==> config.mk <==
export PLATFORM = sky130hd
export DESIGN_NAME = uart_rx
export DESIGN_NICKNAME = d
export VERILOG_FILES = /design/src/rtl/uart_rx.sv
export SDC_FILE = /design/constraint.sdc
export NUM_CORES = 1
export LEC_CHECK = 0
export CAP_MARGIN = 20
export CORE_MARGIN = 2
export CORE_UTILIZATION = 55
export CTS_CLUSTER_SIZE = 8
export DETAILED_ROUTE_END_ITERATION = 16
export PLACE_DENSITY = 0.82
export SETUP_SLACK_MARGIN = 0.3
export SLEW_MARGIN = 20
export SYNTH_ARGS = -nofsm -noshare
export SYNTH_HDL_FRONTEND = slang
export SYNTH_SLANG_ARGS = --single-unit
==> constraint.sdc <==
create_clock -name clk -period 2.04 [get_ports clk]
set_input_delay 0.612 -clock clk [delete_from_list [all_inputs] [get_ports clk]]
set_output_delay 0.612 -clock clk [all_outputs]
set_load 0.05 [all_outputs]
==> src/rtl/uart_rx.sv <==
// UART receiver: 8N1 frames (8E1/8O1 when UART_RX_PARITY_EN is defined),
// LSB first, DIV clocks per bit, one-byte holding register with a
// valid/ready handshake toward the command logic.
//
// Optional feature macro: UART_RX_PARITY_EN
//   defined   -> a parity bit follows data bit 7 (11-bit frame), checked
//                against ^data ^ PARITY_ODD
//   undefined -> 10-bit frame, parity_err tied low
//
// state  | meaning
// IDLE   | waiting for a 1->0 fall on the synchronized line
// START  | timing to mid start bit, rejects glitches
// DATA   | sampling data bits 0..7 at mid-bit
// PARITY | sampling the parity bit (feature builds only)
// STOP   | sampling the stop bit, leaves at mid-stop
module uart_rx #(
  parameter int DIV        = 434,
  parameter bit PARITY_ODD = 1'b0
) (
  input  logic       clk,
  input  logic       rst_n,
  input  logic       ena,
  input  logic       rx,
  output logic [7:0] data,
  output logic       valid,
  input  logic       ready,
  output logic       busy,
  output logic       frame_err,
  output logic       overrun,
  output logic       parity_err
);

  localparam int BW = $clog2(DIV);
  localparam logic [BW-1:0] RELOAD = BW'(DIV - 1);
  localparam logic [BW-1:0] HALF   = BW'(DIV / 2 - 1);

  typedef enum logic [2:0] {IDLE, START, DATA, PARITY, STOP} state_t;

  state_t        state, state_nx;
  logic          rx_m, rx_s, rx_d;
  logic [BW-1:0] baud, baud_nx;
  logic [2:0]    idx, idx_nx;
  logic [7:0]    shift, shift_nx;
  logic          pend, pend_nx;
  logic          ferr_nx;
  logic          fall, sample;
`ifdef UART_RX_PARITY_EN
  logic          par, par_nx;
  logic          perr_nx;
`endif

  assign fall   = rx_d & ~rx_s;
  assign sample = (baud == '0);
  assign busy   = (state != IDLE);

  // two-flop synchronizer plus a delayed copy for fall detection
  always_ff @(posedge clk) begin
    if (!rst_n) begin
      rx_m <= 1'b1;
      rx_s <= 1'b1;
      rx_d <= 1'b1;
    end else begin
      rx_m <= rx;
      rx_s <= rx_m;
      rx_d <= rx_s;
    end
  end

  // FSM state and datapath registers
  always_ff @(posedge clk) begin
    if (!rst_n) begin
      state     <= IDLE;
      baud      <= '0;
      idx       <= '0;
      shift     <= '0;
      pend      <= 1'b0;
      frame_err <= 1'b0;
`ifdef UART_RX_PARITY_EN
      par        <= 1'b0;
      parity_err <= 1'b0;
`endif
    end else begin
      state     <= state_nx;
      baud      <= baud_nx;
      idx       <= idx_nx;
      shift     <= shift_nx;
      pend      <= pend_nx;
      frame_err <= ferr_nx;
`ifdef UART_RX_PARITY_EN
      par        <= par_nx;
      parity_err <= perr_nx;
`endif
    end
  end

  // next-state, bit sampling and end-of-frame classification
  always_comb begin
    state_nx = state;
    baud_nx  = baud;
    idx_nx   = idx;
    shift_nx = shift;
    pend_nx  = 1'b0;
    ferr_nx  = 1'b0;
`ifdef UART_RX_PARITY_EN
    par_nx   = par;
    perr_nx  = 1'b0;
`endif
    if (!ena) begin
      state_nx = IDLE;
      baud_nx  = '0;
      idx_nx   = '0;
    end else if (state == IDLE) begin
      if (fall) begin
        baud_nx  = HALF;
        state_nx = START;
      end
    end else begin
      baud_nx = sample ? RELOAD : baud - BW'(1);
      if (sample) begin
        case (state)
          START: begin
            if (rx_s) begin
              state_nx = IDLE;
            end else begin
              state_nx = DATA;
              idx_nx   = '0;
            end
          end
          DATA: begin
            shift_nx[idx] = rx_s;
            idx_nx        = idx + 3'd1;
            if (idx == 3'd7) begin
`ifdef UART_RX_PARITY_EN
              state_nx = PARITY;
`else
              state_nx = STOP;
`endif
            end
          end
`ifdef UART_RX_PARITY_EN
          PARITY: begin
            par_nx   = rx_s;
            state_nx = STOP;
          end
`endif
          STOP: begin
            state_nx = IDLE;
            // framing has priority; only a clean frame reaches the holding register
            if (!rx_s) begin
              ferr_nx = 1'b1;
`ifdef UART_RX_PARITY_EN
            end else if (par != (^shift ^ PARITY_ODD)) begin
              perr_nx = 1'b1;
`endif
            end else begin
              pend_nx = 1'b1;
            end
          end
          default: state_nx = IDLE;
        endcase
      end
    end
  end

`ifndef UART_RX_PARITY_EN
  // PARITY_ODD has no effect without the parity feature
  assign parity_err = 1'b0 & PARITY_ODD;
`endif

  // holding register and handshake; a good byte is offered the cycle after the stop sample
  always_ff @(posedge clk) begin
    if (!rst_n) begin
      data    <= '0;
      valid   <= 1'b0;
      overrun <= 1'b0;
    end else begin
      overrun <= 1'b0;
      if (pend && (!valid || ready)) begin
        data  <= shift;
        valid <= 1'b1;
      end else begin
        if (pend) overrun <= 1'b1;
        if (valid && ready) valid <= 1'b0;
      end
    end
  end

endmodule

=== Word level (Yosys, flattened, before mapping) ===
Index checks and enable logic that the tools add are counted.
W data, S select, Z words.

* Register bits after elaboration: 38
* Input bits: 5
* Output and inout bits: 13
* Word-level logic and storage cells: 66

* $add $sub $neg: 2
* $lt $le $gt $ge: 2
* Equality and inequality tests: 7
* Multiplexer cells: 19
* Bitwise logic cells: 7
* Reduce and logical (&&, ||, !) cells: 17

{| class="wikitable"
|+ Operator list
! kind !! count
|-
| $mux W9 || 3
|-
| $mux W3 || 5
|-
| $pmux W3 S2 || 2
|-
| $logic_not A9 Y1 || 1
|-
| $sub A9 B1 Y9 const B || 1
|-
| $bwmux W8 || 1
|-
| $reduce_and A4 Y1 || 2
|-
| $eq A3 B3 Y1 const B || 2
|-
| $mux W1 || 6
|-
| $not A1 Y1 || 6
|-
| $reduce_bool A2 Y1 || 3
|-
| $reduce_or A5 Y1 || 1
|-
| $lt A3 B4 Y1 const B || 1
|-
| $ne A2 B2 Y1 const B || 2
|-
| $add A3 B1 Y3 const B || 1
|-
| $demux W1 S3 || 1
|-
| $eq A3 B1 Y1 const B || 1
|-
| $eq A3 B2 Y1 const B || 1
|-
| $ge A3 B1 Y1 const B || 1
|-
| $logic_and A1 B1 Y1 || 3
|-
| $logic_not A3 Y1 || 1
|-
| $ne A3 B3 Y1 const B || 1
|-
| $reduce_and A3 Y1 || 1
|-
| $reduce_bool A3 Y1 || 1
|-
| other kinds (6) || 6
|}

=== Longest topological paths before layout ===
Gate-level depths: netlist (run 1).

* Word-level depth: 5
* Mapped depth: 7
* Depth with buffers taken out: 6

=== Worst setup path before layout (run 1) ===
OpenSTA, ideal clock, no wires.

* Path kind: reg-to-reg
* Start point: register baud[0]
* End point: register baud[2]
* Setup time: 0.070 ns
* Arrival time: 1.678 ns
* Required time: 1.970 ns
* Path slack: 0.291 ns
* Cell stages (with the launch flop): 8
* Path buffers: 1
* Period minus slack after synthesis: 1.749 ns
* Path through: dfxtp_1 inv_1 ha_1 or3b_1 clkbuf_1 o31ai_4 or3b_2 a21oi_1

* Longest elaborated chain between the ends: 3
* Elaborated cells between the ends (all ways): 4
* Those cells by class: add/sub: 1; mux: 2; reduce/logical: 1

{| class="wikitable"
|+ Ends and longest elaborated chain
! element !! RTL line !! RTL
|-
| start, declared || 41 || <nowiki>logic [BW-1:0] baud, baud_nx;</nowiki>
|-
| start signal, assigned || 84 || <nowiki>baud <= baud_nx;</nowiki>
|-
| $sub A9 B1 Y9 / $logic_not A9 Y1 (equally long branches) || 118, 53 ||
|-
| $mux W9 (*) || 118 || <nowiki>baud_nx = sample ? RELOAD : baud - BW'(1);</nowiki>
|-
| $mux W9 (*) || 112 || <nowiki>end else if (state == IDLE) begin</nowiki>
|}

Every way passes the cells marked *; elsewhere a longest branch is shown, timed or not.
A chain may end at the register's enable or synchronous reset.

=== Worst setup path in the final report (run 1) ===
* Start point: register state[0]
* End point: output port busy

* Longest elaborated chain between the ends: 1

{| class="wikitable"
|+ Ends and longest elaborated chain
! element !! RTL line !! RTL
|-
| start, declared || 39 || <nowiki>state_t state, state_nx;</nowiki>
|-
| start signal, assigned || 83 || <nowiki>state <= state_nx;</nowiki>
|-
| $reduce_bool A3 Y1 || 54 || <nowiki>assign busy = (state != IDLE);</nowiki>
|-
| end, declared || 27 || <nowiki>output logic busy,</nowiki>
|}

Every way passes these cells.

==> results of run 1 <==
[flip-flops by register name, summed over array words and instances (netlist names), 3 cells and up]
signal / count
idx: 3
shift: 8
data: 8
baud: 9
state: 3
[logic make-up (layout without fill, tap and decap cells)]
logic type | count (synthesis) | after routing
AND/OR/NAND/NOR | 79 | 79
AO/OA/AOI/OAI | 49 | 49
flip-flops | 38 | 38
buffers and inverters | 18 | 51
multiplexers | 8 | 8
adder cells (fa/ha/maj) | 3 | 3
other | 1 | 1
[cell usage after synthesis, types with 4 or more instances]
cell type	count	area, um^2
nor2b_1	10	62.56
a21boi_1	8	60.06
nand3_1	8	40.04
nor2_1	10	37.54
inv_1	6	22.52
clkbuf_1	7	26.28
a21oi_1	13	65.06
nand2_1	13	48.80
o21ai_0	12	60.06
nand4_1	8	50.05
nor3_1	4	20.02
nand2b_1	4	25.02
dfxtp_1	38	760.7
mux2i_1	8	80.08
[per-layer routing]
metal | vias up | track usage, % | part of all wire, % | routed length, um
met1 | 783 | 26.89 | 40 | 1641
met2 | 50 | 46.54 | 54 | 2208
met4 | 0 | 12.42 | 2.3 | 96
met3 | 11 | 5.544 | 3.9 | 160
met5 | - | 0 | 0 | 0
li1 | 771 | - | - | -
[area by class of cell]
| cell class | instances | share of cell area [%] |
|---|---|---|
| Clock buffer | 5 | 1.724 |
| Clock inverter | 2 | 0.4598 |
| Inverter | 6 | 1.034 |
| Multi-Input combinational cell | 140 | 44.25 |
| Sequential cell | 38 | 35.69 |
| Tap cell | 44 | 2.529 |
| Timing Repair Buffer | 38 | 14.31 |
[through the flow]
stage          util, %  cells  instance area, um^2
2_1_floorplan        -    196                 1764
3_3_place_gp     64.75    255                 1977
3_5_place_dp     64.75    255                 1977
4_1_cts          68.89    267                 2103
5_1_grt          71.31    273                 2177
6_report         71.31    273                 2177
[repair_timing]
action / 4_1_cts / 5_1_grt
pin swaps: 7 / 4
setup buffers: 5 / 6
resized for setup: 16 / 10
setup endpoints to repair: 8 / 21
[worst max-delay path, delay by kind of cell (launching register included)]
| family | cells | cell delay, ns |
|---|---|---|
| DFF | 1 | 0.36 |
| and+or+nand+nor | 1 | 0.23 |
| buffers and inverters | 2 | 0.22 |
[worst paths after layout]
check                        startpoint                     to  cells after the start
setup / recovery  state[0]$_SDFFE_PN0P_                   busy                      3
hold / removal          rx_m$_SDFF_PN1_        rx_s$_SDFF_PN1_                      1
setup reg to reg   baud[4]$_SDFFE_PN0P_  state[1]$_SDFFE_PN0P_                      5
hold reg to reg         rx_m$_SDFF_PN1_        rx_s$_SDFF_PN1_                      1
[power breakdown]
part           total (mW)  internal (mW)  switching, mW
clock               0.362          0.124          0.238
combinational       0.129         0.0549         0.0740
sequential          0.753          0.745        0.00830
total                1.24          0.924          0.320
==> summary.txt, run 1 <==
Outcome
  – Status: complete, no violations

Logic synthesis
  – Mapped Area: 1763 um^2
  – Main flop type after synthesis: dfxtp_1
  – Yosys reg bits: 38
  – Post-Synthesis Cells: ~200
  – XOR/XNOR Fraction of Synth Area: 0%
  – Compound-Gate Fraction of Synth Area: a little under a fifth
  – Fraction of the mapped netlist area in simple logic gates: 26.26%
  – Mux cell area share after synthesis: roughly 4.5%
  – Asr flop ratio synth: 0%
  – Sequential fraction of the synthesis area: a little over two fifths
  – Synthesized Nets: about 200
  – EDFF count, synth: 0
  – Post-synthesis adder-cell area fraction: 2.129%
  – Largest family of logic cells by synthesized area: simple AND/OR/NAND/NOR gates
  – Warnings from Yosys: 0
  – Syn Area/Cell: 8.995 um^2
  – Yosys cell types: between 40 and 50

Die
  – Initial Util: roughly 58%
  – Height of the die: 60.62 um
  – Die area: 3674 um^2
  – Die width: 60.62 um
  – Core Region: between 3000 and 4000 um^2
  – FP Rows: 20
  – I/O pins: 18

Timing
  – Tmin final: 1.762 ns
  – Setup TNS: 0 ns
  – Final setup skew: ~0.013 ns
  – Fmax: 567.4 MHz
  – Fin crit share: 86.39%
  – # setup viols final: 0
  – Final hold slack: 0.4160 ns
  – Setup WS post-layout: around 0.28 ns
  – Final Max Tran Viols: 0
  – RSZ-0062 raised after global routing: yes
  – Count of final hold-check violations: 0

Worst setup path
  – Slowest library cell on the worst path: dfxtp_4
  – Crit Path Class: reg2out
  – Crit path max fanout: 2
  – Cell Chain, Critical Path: nor3_4 -> inv_2 -> buf_6
  – CP endpoint kind: output port
  – CP arrival: roughly 1.2 ns
  – CP Data Required Time: 1.43 ns
  – CP Launch Type: flop
  – Worst R2R Setup Slack: 0.37 ns
  – Worst path max stage delay: between 0.3 and 0.4 ns

Clocking
  – Root buf cell: clkbuf_4
  – Clock sink total: 38
  – Clock transition at path regs: approximately 0.1 ns
  – H-Tree Level Count: 2
  – CTS tree: done
  – Clock latency on the worst-skew pair: 0.35 ns
  – CTS Hold Buffers Added: 0
  – Num CTS Buffers: 5
  – Clock tree buffer depth: 2

Place
  – Setup slack at placement: 0.005722 ns
  – IO Port Bufs: 16
  – Final GP Congestion: 0.8323
  – Post-DP HPWL: about 2.8 mm

Global route
  – Pin count of the biggest net entering global routing: 15
  – Global-route wire length before repair: between 6 and 7 mm
  – GRT Util Overall: roughly a quarter
  – Grt total ovfl: 0
  – Initial antenna violation count: 0
  – Vias in the first global route: roughly 1,600

Layout
  – Sequential cell area: between 700 and 800 um^2
  – Most common cell after layout, fill and taps aside: buf_4
  – FILL cells: about 250
  – Commonest cells after routing, fill and taps aside: buf_4, dfxtp_1, nand2_1, a21oi_1
  – # nets final: 237
  – Area growth, synth to finish: 23.49%
  – Layout cells sized above 1: 30.57%
  – Diodes inserted: 0
  – Area taken by multi-input logic gates: between 900 and 1000 um^2

Drt
  – Residual DRC: 0
  – WL per Instance: roughly 15 um
  – Drt initial violations: between 60 and 70
  – Final ANT Viol Nets: 0
  – Vias per cell: 5.916
  – DRT Pass-1 Iters: 5
  – Detailed-route via count: 1,615
  – WL final: 4.106 mm

Min path
  – HP Class: reg2reg

Pwr
  – Total power: 1.244 mW
  – Leak: around 0.9 nW
  – VDD IR-drop max: 0.3449 mV
  – PD cells: around 570 nW/um^2

Run
  – Max-Cap Viols: 0
(Power assumes the default switching activity.)
==> run 2: changes to the inputs <==
--- a/config.mk
+++ b/config.mk
@@ -10,7 +10,7 @@
 export CORE_UTILIZATION = 55
 export CTS_CLUSTER_SIZE = 8
 export DETAILED_ROUTE_END_ITERATION = 16
-export PLACE_DENSITY = 0.82
+export PLACE_DENSITY = 0.78
 export SETUP_SLACK_MARGIN = 0.3
 export SLEW_MARGIN = 20
 export SYNTH_ARGS = -nofsm -noshare
==> run 2 against run 1 <==
Compared with the run above:
- sequential share of layout area up 0.16 points
- cell area shrank 0.46%
- hold slack improved by 0.037 ns
- routed wire length grew 2.6%
- critical path depth unchanged
- flip-flop and latch count stayed put
- first-iteration DRC count fell by 40%
- sequential power about the same
- power increased by 3.6%
==> summary.txt, run 2 (same netlist as run 1, synthesis figures left out) <==
Outcome
  – Status: complete, no violations (unchanged)

Clocking
  – Num CTS Buffers: 5 (unchanged)
  – Clock tree buffer depth: 2 (unchanged)
  – Clock transition at path regs: 0.11 ns (was 0.10 ns)
  – CTS Hold Buffers Added: 0 (unchanged)
  – Root buf cell: clkbuf_4 (unchanged)
  – Clock latency on the worst-skew pair: 0.35 ns (about the same)
  – CTS tree: done (unchanged)
  – H-Tree Level Count: 2 (unchanged)
  – Clock sink total: 38 (unchanged)

Worst setup path
  – CP arrival: 1.16 ns (was 1.15 ns)
  – CP Data Required Time: 1.43 ns (about the same)
  – CP startpoint: state[2]$_SDFFE_PN0P_ (was state[0]$_SDFFE_PN0P_)
  – Worst R2R Path Depth: 5 (unchanged)
  – Worst flop-to-flop path endpoint: state[1]$_SDFFE_PN0P_ (unchanged)
  – Crit Path Class: reg2out (unchanged)
  – Crit Reg-Reg Startpoint: baud[5]$_SDFFE_PN0P_ (was baud[4]$_SDFFE_PN0P_)
  – Worst R2R Setup Slack: 0.33 ns (was 0.37 ns)
  – CP Launch Type: flop (unchanged)
  – CP endpoint kind: output port (unchanged)
  – Crit path max fanout: 3 (was 2)

Pwr
  – Total power: 1.289 mW (was 1.244 mW)
  – VDD IR-drop max: 0.4115 mV (was 0.3449 mV)
  – Leak: 0.8840 nW (was 0.8981 nW)
  – PD cells: 594.8 nW/um^2 (was 571.3 nW/um^2)

Global route
  – Initial antenna violation count: 0 (unchanged)
  – Grt total ovfl: 0 (unchanged)
  – GRT Util Overall: 23.65% (was 25.23%)
  – Global-route wire length before repair: 6.375 mm (was 6.879 mm)
  – Vias in the first global route: 1,460 (was 1,590)
  – Pin count of the biggest net entering global routing: 24 (was 15)

Timing
  – Count of final hold-check violations: 0 (unchanged)
  – Setup WS post-layout: 0.2708 ns (was 0.2777 ns)
  – # setup viols final: 0 (unchanged)
  – Final setup skew: 0.006989 ns (was 0.01281 ns)
  – Fin crit share: 86.72% (was 86.39%)
  – Fmax: 565.2 MHz (was 567.4 MHz)
  – Final Max Tran Viols: 0 (unchanged)
  – RSZ-0062 raised after global routing: yes (unchanged)
  – Tmin final: 1.769 ns (was 1.762 ns)

Min path
  – Hold Path End: rx_s$_SDFF_PN1_ (unchanged)
  – HP Class: reg2reg (unchanged)
  – Hold Crit Start: rx_m$_SDFF_PN1_ (unchanged)
  – WHS Path Cells: 1 (unchanged)

Place
  – Post-DP HPWL: 2.763 mm (was 2.829 mm)
  – Final GP Congestion: 0.8295 (was 0.8323)
  – Setup slack at placement: -0.02899 ns (was 0.005722 ns)
  – Dpl cells: 254 (was 255)
  – IO Port Bufs: 16 (unchanged)

Die
  – Initial Util: 57.75% (unchanged)
  – Die width: 60.62 um (unchanged)
  – Core Region: 3053 um^2 (unchanged)
  – Die area: 3674 um^2 (unchanged)
  – FP Rows: 20 (unchanged)
  – I/O pins: 18 (unchanged)
  – Height of the die: 60.62 um (unchanged)

Layout
  – Final core occ: 70.98% (was 71.31%)
  – Diodes inserted: 0 (unchanged)
  – Area growth, synth to finish: 22.92% (was 23.49%)
  – Layout cells sized above 1: 29.07% (was 30.57%)
  – Sequential cell area: 777.0 um^2 (unchanged)
  – Final cell count without fillers: 271 (was 273)
  – Area taken by multi-input logic gates: 959.7 um^2 (was 963.4 um^2)
  – Biggest regs: baud: 9 flops, data: 8 flops, shift: 8 flops (unchanged)
  – Commonest cells after routing, fill and taps aside: dfxtp_1, buf_4, nand2_1, a21oi_1, o21ai_0 (was buf_4, dfxtp_1, nand2_1, a21oi_1)
  – # nets final: 234 (was 237)
  – Max reg flops: 9 (unchanged)
  – Largest register by flop count: baud (unchanged)
  – FILL cells: 240 (was 247)
  – Most common cell after layout, fill and taps aside: dfxtp_1 (was buf_4)

Drt
  – DRT Pass-1 Iters: 4 (was 5)
  – WL per Instance: 15.55 um (was 15.04 um)
  – Vias per cell: 5.878 (was 5.916)
  – WL final: 4.213 mm (was 4.106 mm)
  – Drt initial violations: 37 (was 62)
  – Detailed-route via count: 1,593 (was 1,615)
  – Residual DRC: 0 (unchanged)
  – Final ANT Viol Nets: 0 (unchanged)

Run
  – Max-Cap Viols: 0 (unchanged)
==> run 2: critical path: stages, from the launching register on <==
cell	delay, ns
dfxtp_4	0.37
nor3_4	0.20
inv_2	0.08
buf_6	0.15
==> run 2: routing by layer <==
layer / part of all wire [%] / routed length, um / track usage [%] / up-vias
met5: 0 / 0 / 0 / -
met4: 2.6 / 108 / 13.04 / 0
met3: 6.1 / 258 / 5.757 / 12
met2: 51 / 2163 / 39.94 / 60
met1: 40 / 1682 / 27.45 / 754
li1: - / - / - / 767
==> run 2: final cells by class <==
cell class / instances / share of cell area, %
flip-flops and latches: 38 / 35.85
multi-input cells: 140 / 44.28
clock buffers: 7 / 2.540
clock inverters: 1 / 0.2309
inverters: 6 / 1.039
well taps: 44 / 2.540
repair buffers: 35 / 13.51
==> run 2: how the worst max path moves through the flow <==
stage / end / slack, ns / cells after the start
6_report: busy / 0.27 / 3
5_1_grt: busy / 0.22 / 3
4_1_cts: busy / 0.28 / 3
3_5_place_dp: shift[0]$_SDFFE_PN0P_ / -0.03 / 4
3_3_place_gp: shift[0]$_SDFFE_PN0P_ / 0.06 / 4
2_1_floorplan: shift[2]$_SDFFE_PN0P_ / 0.33 / 7
==> run 2: timing repair <==
item,CTS,global route
setup endpoints to repair,14,9
gates resized for setup,14,11
setup buffers,7,2
pin swaps,3,6
==> run 2: power by group <==
part	internal, mW	leakage (nW)	switching (mW)	total [mW]
logic	0.0536	0.537	0.0738	0.127
clock network	0.167	0.0353	0.241	0.408
registers	0.745	0.311	0.00908	0.754
total	0.965	0.884	0.324	1.29
==> run 2: stage by stage <==
step,area [um^2],hold WS [ns],setup TNS [ns]
finish,2167,0.4532,0
global route,2167,0.4792,0
CTS,2113,0.4550,0
detailed placement,1969,0.4209,-0.05544
global placement,1969,0.3959,0
floorplan,1764,0.3863,0
==> RTL edit, RTL diff (settings of run 1) <==
Set the parameter `DIV` to 868 (it was 434).
--- a/src/rtl/uart_rx.sv
+++ b/src/rtl/uart_rx.sv
@@ -14,7 +14,7 @@
 // PARITY | sampling the parity bit (feature builds only)
 // STOP   | sampling the stop bit, leaves at mid-stop
 module uart_rx #(
-  parameter int DIV        = 434,
+  parameter int DIV        = 868,
   parameter bit PARITY_ODD = 1'b0
 ) (
   input  logic       clk,
Behaviour: no difference found for any inputs over 10 cycles, from zero or initial values and one cycle with rst_n low; that may be too few to reach the edited logic, so the function may still have changed.
==> RTL edit against run 1 <==
Count of clock-buffer cells in the layout is 1 higher. Setup slack worse by 0.057 ns. Sequential cell count is 1 higher. Total power is 4.4% higher. Routed wire length is 0.85% lower. Area after synthesis is 6.5% higher. Largest cell class unchanged. Sequential power is 2.7% higher. Design area is 2.8% higher. Critical path depth stayed put. Core utilization is 3.7 points lower. Hold slack better by 0.0047 ns. Non-clock buffer count is 8 lower.
==> RTL edit: results (changes against run 1) <==
[status]
outcome=completed

[pwr]
p_clk_share_pct=31.1  ; +2.0 points
p_leak_nw=0.908  ; +1.1%
seq-power_mw=0.773  ; +2.7%
seqPwrFrac_pct=59.5  ; -1.1 points

[finish]
inv_count=5  ; -1
sh_seq_area_pct=35.6  ; -0.14 points
multi_input_area_share_pct=47.4  ; +3.1 points
buffers=30  ; -21%
n_fill_cell=265  ; +7.3%
clock_area_share_pct=2.40  ; +0.22 points
clkbuf_count=6  ; +1
drive_above_1_share_pct=25.7  ; -4.8 points
non_clock_buffer_area_share_pct=11.2  ; -3.1 points
fin_nets=245  ; +3.4%

[place]
place_area_um2=2090  ; +5.6%
post-place-ws_ns=-0.0293  ; -0.0350 ns
gp_congestion=0.805  ; -3.3%
dp.cells=269  ; +5.5%

[clock_tree]
cts.clk_slew.worst_paths_ns=0.12  ; +0.02 ns
cts_setup_buffers=6  ; +1
cts_resized=7  ; -9

[synthesis]
ys_ff_latch=39  ; +2.6%
syn-num-nets=220  ; +7.8%
ys_top_cells_by_count=dfxtp_1, nand2_1, nor2_1
synth.area.mux_share_pct=5.87  ; +1.3 points
synthTopCellsByArea=dfxtp_1, mux2i_1, a21oi_1
yosysSeqAreaShare_pct=41.6  ; -1.6 points
synth_cells=211  ; +7.7%
synth_compound_area_share_pct=13.3  ; -5.4 points
synth_area_um2=1880  ; +6.5%

[detailed_routing]
wire_per_inst_um=14.4  ; -4.4%
routed_wl_mm=4.07  ; -0.85%
drtIter0Drc=73  ; +18%

[critical_path]
cp.arrival_ns=1.21  ; +0.06 ns

[global_route]
grt.total_usage_pct=21.3  ; -4.0 points
grt_pass1_vias=1474  ; -7.3%

## RTL edit: cell count changes after synthesis, sizes merged, moves of 3 or more
| cell | before | now |
|---|---|---|
| buf | 5 | 2 |
| a21boi | 8 | 0 |
| or2 | 3 | 0 |
| nand2b | 4 | 7 |
| clkbuf | 7 | 10 |
| mux2i | 8 | 11 |
| or3 | 0 | 3 |
| nor2b | 10 | 6 |
| o21ai | 14 | 11 |
| nor2 | 10 | 19 |
| nand2 | 13 | 20 |
## RTL edit: final timing paths
kind | startpoint | end | slack (ns)
setup / recovery | state[1] | busy | 0.22
hold / removal | rx_m | rx_s | 0.42
setup reg to reg | baud[5] | shift[0] | 0.38
hold reg to reg | rx_m | rx_s | 0.42
## RTL edit: metal layers
metal | GRT usage, % | vias to the layer above | part of all wire [%]
met1 | 26.9 | 759 | 45
met2 | 33.9 | 59 | 47
met3 | 4.86 | 7 | 6.3
met5 | 0 | - | 0
li1 | - | 813 | -
met4 | 11.4 | 0 | 1.7
